===== src/rtl/mem_port_arbiter.sv =====
// Two-way memory port arbiter: fixed D-side priority with an I-side starvation guard.
// The winner's request is latched at grant and held until the downstream response completes.
module mem_port_arbiter #(
    parameter int unsigned STARVE_LIMIT = 4,
    parameter int unsigned ADDR_W       = 64,
    parameter int unsigned DATA_W       = 64
) (
    input  logic                clk,
    input  logic                reset,

    input  logic                i_valid,
    input  logic [ADDR_W-1:0]   i_addr,
    output logic                i_addr_ok,
    output logic                i_data_ok,
    output logic [31:0]         i_data,

    input  logic                d_valid,
    input  logic [ADDR_W-1:0]   d_addr,
    input  logic [2:0]          d_size,
    input  logic [DATA_W/8-1:0] d_strobe,
    input  logic [DATA_W-1:0]   d_wdata,
    output logic                d_addr_ok,
    output logic                d_data_ok,
    output logic [DATA_W-1:0]   d_data,

    output logic                m_valid,
    output logic                m_is_write,
    output logic [ADDR_W-1:0]   m_addr,
    output logic [2:0]          m_size,
    output logic [DATA_W/8-1:0] m_strobe,
    output logic [DATA_W-1:0]   m_wdata,
    input  logic                m_addr_ok,
    input  logic                m_data_ok,
    input  logic [DATA_W-1:0]   m_data
);

    localparam int unsigned STRB_W = DATA_W / 8;
    localparam int unsigned CNT_W  = 4;

    typedef enum logic [1:0] {
        IDLE    = 2'd0,
        GRANT_I = 2'd1,
        GRANT_D = 2'd2
    } state_t;

    state_t             state;
    state_t             state_nxt;
    logic [CNT_W-1:0]   starve_cnt;
    logic [CNT_W-1:0]   starve_cnt_nxt;
    logic               starved;

    // I-side has waited through enough D-grants to win the next arbitration.
    assign starved = i_valid && (starve_cnt >= CNT_W'(STARVE_LIMIT));

    always_ff @(posedge clk) begin
        if (reset) begin
            state      <= IDLE;
            starve_cnt <= '0;
        end else begin
            state      <= state_nxt;
            starve_cnt <= starve_cnt_nxt;
        end
    end

    always_comb begin
        state_nxt      = state;
        starve_cnt_nxt = starve_cnt;
        i_addr_ok      = 1'b0;
        i_data_ok      = 1'b0;
        d_addr_ok      = 1'b0;
        d_data_ok      = 1'b0;
        case (state)
            IDLE: begin
                if (d_valid && !starved) begin
                    state_nxt = GRANT_D;
                    if (i_valid && (starve_cnt != {CNT_W{1'b1}}))
                        starve_cnt_nxt = starve_cnt + CNT_W'(1);
                end else if (i_valid) begin
                    state_nxt      = GRANT_I;
                    starve_cnt_nxt = '0;
                end
            end
            GRANT_I: begin
                i_addr_ok = m_addr_ok;
                i_data_ok = m_data_ok;
                if (m_data_ok)
                    state_nxt = IDLE;
            end
            GRANT_D: begin
                d_addr_ok = m_addr_ok;
                d_data_ok = m_data_ok;
                if (m_data_ok)
                    state_nxt = IDLE;
            end
            default: state_nxt = IDLE;
        endcase
    end

    // Request fields captured only on the IDLE->GRANT edge so they stay stable for the grant.
    always_ff @(posedge clk) begin
        if (reset) begin
            m_valid    <= 1'b0;
            m_is_write <= 1'b0;
            m_addr     <= '0;
            m_size     <= '0;
            m_strobe   <= '0;
            m_wdata    <= '0;
        end else begin
            m_valid <= (state_nxt != IDLE);
            if (state == IDLE && state_nxt == GRANT_D) begin
                m_is_write <= |d_strobe;
                m_addr     <= d_addr;
                m_size     <= d_size;
                m_strobe   <= d_strobe;
                m_wdata    <= d_wdata;
            end else if (state == IDLE && state_nxt == GRANT_I) begin
                m_is_write <= 1'b0;
                m_addr     <= i_addr;
                m_size     <= 3'b010;
                m_strobe   <= STRB_W'(0);
                m_wdata    <= DATA_W'(0);
            end
        end
    end

    assign i_data = m_data[31:0];
    assign d_data = m_data;

endmodule


===== config.mk =====
export PLATFORM = sky130hd
export DESIGN_NAME = mem_port_arbiter
export DESIGN_NICKNAME = d
export VERILOG_FILES = /design/src/rtl/mem_port_arbiter.sv
export SDC_FILE = /design/constraint.sdc
export NUM_CORES = 1
export LEC_CHECK = 0
export CORE_AREA = 3 3 201 203
export CTS_CLUSTER_DIAMETER = 50
export DETAILED_ROUTE_END_ITERATION = 12
export DIE_AREA = 0 0 204 206
export GPL_ROUTABILITY_DRIVEN = 0
export HOLD_SLACK_MARGIN = 0.12
export PLACE_DENSITY = 0.48
export SETUP_SLACK_MARGIN = 0.4
export SYNTH_ARGS = -nofsm -noshare
export SYNTH_HDL_FRONTEND = slang
export SYNTH_SLANG_ARGS = --single-unit
export TNS_END_PERCENT = 100

===== constraint.sdc =====
create_clock -name clk -period 2 [get_ports clk]
set_clock_uncertainty 0.1 [all_clocks]
set_input_delay 0.3 -clock clk [delete_from_list [all_inputs] [get_ports clk]]
set_output_delay 0.3 -clock clk [all_outputs]
set_load 0.01 [all_outputs]

Word level (Yosys, flattened, before mapping)
Index checks and enable logic that the tools add are counted.
- $add $sub $neg: 1
- $mul: 0
- divide/modulo/power cells: 0
- magnitude comparators: 1
- eq/ne operators: 6
- shift operators: 0
- multiplexer cells: 21
- bitwise operators: 0
- reduce and logical (&&, ||, !) cells: 13
- operators with widths (cell ; number):
    $mux W64 ; 4
    $mux W8 ; 2
    $mux W4 ; 3
    $reduce_or A8 Y1 ; 1
    $mux W1 ; 6
    $mux W2 ; 3
    $mux W3 ; 2
    $reduce_bool A2 Y1 ; 3
    $logic_and A1 B1 Y1 ; 5
    $add A4 B1 Y4 const B ; 1
    $eq A2 B1 Y1 const B ; 2
    $eq A2 B2 Y1 const B ; 2
    $ge A4 B3 Y1 const B ; 1
    $ne A4 B4 Y1 const B ; 1
    $pmux W2 S2 ; 1
    $reduce_and A3 Y1 ; 1
    $logic_not A2 Y1 ; 1
    $ne A2 B1 Y1 const B ; 1
    $reduce_or A2 Y1 ; 1
    $logic_not A1 Y1 ; 1
- bits in registers: 147
- latch bits: 0
- memory bits (writable): 0
- ROM bits: 0
- logic and storage cells: 50
- memories kept: 0

Logic depth before layout (Yosys ltp)
- depth in word-level cells: 10
- gate-level depth with buffers: 10
- depth with buffers taken out: 7

Worst setup path after synthesis
OpenSTA, ideal clock, no wires.
- path type: flip-flop to flip-flop
- start: register state[0]
- end: register m_addr[0]
- arrival time: 1988 ps
- required time: 1760 ps
- setup slack: -229 ps
- cell stages (with the launch flop): 10
- path buffers: 2
- clock period less this slack: 2229 ps
- cells stage by stage: dfxtp_1 > inv_1 > ha_1 > nor2b_1 > o21a_1 > o211ai_1 > buf_4 > buf_2 > mux2i_1 > o32ai_2
- word-level cells in the longest chain between the ends: 6
- elaborated cells between the ends (all ways): 14
- those cells by class: eq/ne (4); mux (5); reduce/logical (5)
- RTL lines (what ; RTL line ; source):
    start, declared ; 46 ; state_t state;
    start signal, assigned ; 60 ; state <= state_nxt;
    $eq A2 B2 Y1, or another cell as far along ; 72 ; case (state)
    $reduce_or A2 Y1 (no line) / $mux W2 (equally long branches) ; n/a ;
    $pmux W2 S2 ; 72 ;
    $eq A2 B2 Y1 / $eq A2 B1 Y1 (equally long branches) ; 110, 116 ;
    $logic_and A1 B1 Y1 (on tied branches) ; 110, 116 ;
    $mux W64 / $reduce_bool A2 Y1 (equally long branches) ; n/a ;
    end signal, assigned ; 112 ; m_addr <= d_addr;
    end signal, assigned ; 118 ; m_addr <= i_addr;
    end, declared ; 28 ; output logic [ADDR_W-1:0] m_addr,
Several ways; a longest one is shown, not always the timed one.
A chain may end at the register's enable or synchronous reset.

Worst setup path after layout
- start: register state[1]
- end: register m_addr[13]
The elaborated chain is that of the path after synthesis.

==> flow_summary.json <==
{
  "fmaxAchievable_ghz": 0.444,
  "fin_crit_ps": 2250,
  "cts_made_buffers": 17,
  "multi_input_area_sq_mm": 0.00319,
  "register_area_sq_mm": 0.00295,
  "netlist_instances": 620,
  "syn_area_per_cell_sq_um": 11.3,
  "fin_crit_sh": 1.13,
  "power_density_mw_per_mm2": 819,
  "grt_pass1_wl_mm": 37.8,
  "clkSinkCount": 147,
  "cts_root_buf": "clkbuf_16",
  "htreeDepth": 4,
  "netlist_top_cells_count": "dfxtp_1 (147), buf_4 (104), a32o_1 (75)",
  "post-route-util": 0.325,
  "layout.nets": 1208,
  "drc": 0,
  "antenna_found_initial": 0,
  "hold_viol_final": 0,
  "firstDrtPassIters": 4,
  "yosys_warnings": 0,
  "synth_edf_count": 0,
  "path_common_cell": "buf_12",
  "io_pins": 514,
  "placed_area_sq_mm": 0.0109,
  "io_buffer_count": 353,
  "fillerInstances": 3920,
  "vdd_drop_max_uv": 577,
  "path_class": "flop to flop",
  "cp_slowest_cell": "dfxtp_2",
  "violations": "setup timing",
  "cp.required_ps": 2210,
  "worst_pin_slew_ps": 516,
  "rsz0062_at_grt": "true",
  "synth_area_sq_mm": 0.00703,
  "routed_wl_mm": 28.2,
  "drive_above_1_share": 0.258,
  "yosysMostFrequentCell": "dfxtp_1",
  "wl_per_cell_um": 19.3,
  "leakage_nw": 6.37,
  "ys_types": 39,
  "maxCapViolCount": 0,
  "setup_tns_ps": -30910,
  "worst_slack_ps": -254,
  "max_stage_delay_ps": 330,
  "cts.clk_slew.worst_paths_ps": 70,
  "synth_area_leaders": "dfxtp_1 (42%), o32ai_2 (14%), buf_4 (11%), a32o_1 (11%), mux2i_1 (9.1%)",
  "syn_nets": 898,
  "clock_latency_ps": 440,
  "min_path_type": "input pin to flop",
  "ys_seq_area_frac": 0.419,
  "critPathBufInv": 5,
  "outcome": "complete, but fails checks",
  "grt_usage": 0.121,
  "slew_violations": 0,
  "first_iter_violations": 229,
  "fin_area_sq_mm": 0.0126,
  "maxSlewHeadroom": 0.656,
  "ys_seq_elements": 147,
  "path_delay_family": "buffers and inverters",
  "initial_core_util": 0.182,
  "critPathMaxFanout": 6,
  "cts_tree": "built",
  "coreArea_sq_mm": 0.0386,
  "place_hpwl_mm": 20.2,
  "antennaDiodeCount": 0,
  "setup_viol": 139,
  "cts_max_path_buffers": 2,
  "die_h_um": 206,
  "first_global_vias": 6005,
  "fp.dieW_um": 204,
  "netlist.area_leader.share": 0.419,
  "ant_nets": 0,
  "start_kind": "flop",
  "hold_ws_ps": 299,
  "area_growth_syn_to_layout_pct": 78.8,
  "overflow": 0,
  "arrival_ps": 2470,
  "grt_max_degree": 77,
  "crit_chain": "inv_2 -> ha_4 -> nor2b_4 -> o21a_4 -> o211ai_1 -> buf_4 -> buf_12 -> buf_12 -> buf_8 -> mux2i_2 -> o32ai_1",
  "row_count": 72,
  "dieArea_sq_mm": 0.0420,
  "vias": 5961,
  "endpoint_kind": "flop",
  "viasPerCell": 4.08,
  "synthFlopType": "dfxtp_1",
  "synthArstFlopShare": 0,
  "yosysTopAreaCell": "dfxtp_1"
}
-- final cells by class --
cell class,instances,share of cell area
multi-input combinational,258,0.253
timing repair buffer,439,0.390
sequential,147,0.234
tap,518,0.0516
clock buffer,18,0.0341
clock inverter,14,0.0161
inverter,67,0.0200
-- repair_timing --
action	CTS	global route
hold buffers	0	0
setup buffers	2	10
cloned	1	9
resized for setup	81	189
pin swaps	2	5
setup endpoints to repair	285	249
-- worst paths after layout --
check | start | end | slack, ps | depth (start not counted)
hold reg to reg | m_addr[13]$_SDFFE_PP0P_ | m_addr[13]$_SDFFE_PP0P_ | 370 | 2
setup / recovery | state[1]$_SDFF_PP0_ | m_addr[13]$_SDFFE_PP0P_ | -250 | 11
setup reg to reg | state[1]$_SDFF_PP0_ | m_addr[13]$_SDFFE_PP0P_ | -250 | 11
hold / removal | reset | m_addr[10]$_SDFFE_PP0P_ | 300 | 5
-- worst register-to-register path, stage by stage (launching register included) --
cell	delay, ps
dfxtp_2	330
inv_2	50
ha_4	220
nor2b_4	130
o21a_4	220
o211ai_1	170
buf_4	170
buf_12	110
buf_12	140
buf_8	140
mux2i_2	250
o32ai_1	100
-- metal layers --
layer,vias to the layer above,global-route usage,part of all wire
li1,2825,-,-
met1,2842,0.133,0.39
met2,216,0.204,0.49
met3,78,0.0449,0.070
met4,0,0.0666,0.044
met5,-,0,0
-- cells by family (layout without fill, tap and decap cells) --
logic type | Yosys count | in the layout | synth area share
and+or+nand+nor | 29 | 29 | 0.0230
buffers and inverters | 216 | 538 | 0.187
AOI/OAI and AO/OA | 158 | 159 | 0.270
xor gates and xnor gates | 1 | 1 | 0.00125
adders and majority gates | 5 | 5 | 0.00890
DFF | 147 | 147 | 0.419
muxes | 64 | 64 | 0.0911
-- where the power goes --
group	total [mW]	internal, mW	switching, mW
clock	3.50	2.11	1.39
combinational	3.39	1.94	1.45
sequential	3.41	3.25	0.153
-- flip-flops by register name, summed over array words and instances, names as in the netlist --
| name | count |
|---|---|
| m_valid | 1 |
| m_addr | 64 |
| state | 2 |
| starve_cnt | 4 |
| m_size | 3 |
| m_is_write | 1 |
| m_wdata | 64 |
| m_strobe | 8 |
-- cells in the final DEF (no fill, tap or decap), types with 5 or more instances in the layout --
cell and n:
a32o_1 75, buf_12 20, buf_4 34, buf_6 17, buf_8 8, clkbuf_16 25, clkdlybuf4s50_1 207, clkinv_4 5
dfxtp_1 145, dlygate4sd2_1 37, dlymetal6s2s_1 104, inv_1 64, mux2i_1 26, mux2i_2 23, mux2i_4 15, o32ai_2 60
-- metrics by stage --
| step | setup WS (ps) | total power, mW | cells |
|---|---|---|---|
| 4_1_cts | -263 | 10.1 | 1442 |
| 5_1_grt | -329 | 10.8 | 1461 |
| 2_1_floorplan | -7.30 | 5.10 | 620 |
| 3_5_place_dp | -599 | 6.48 | 1407 |
| 6_report | -254 | 10.3 | 1461 |
| 3_3_place_gp | -615 | 6.47 | 1407 |
Power figures use the tool's default switching activity.
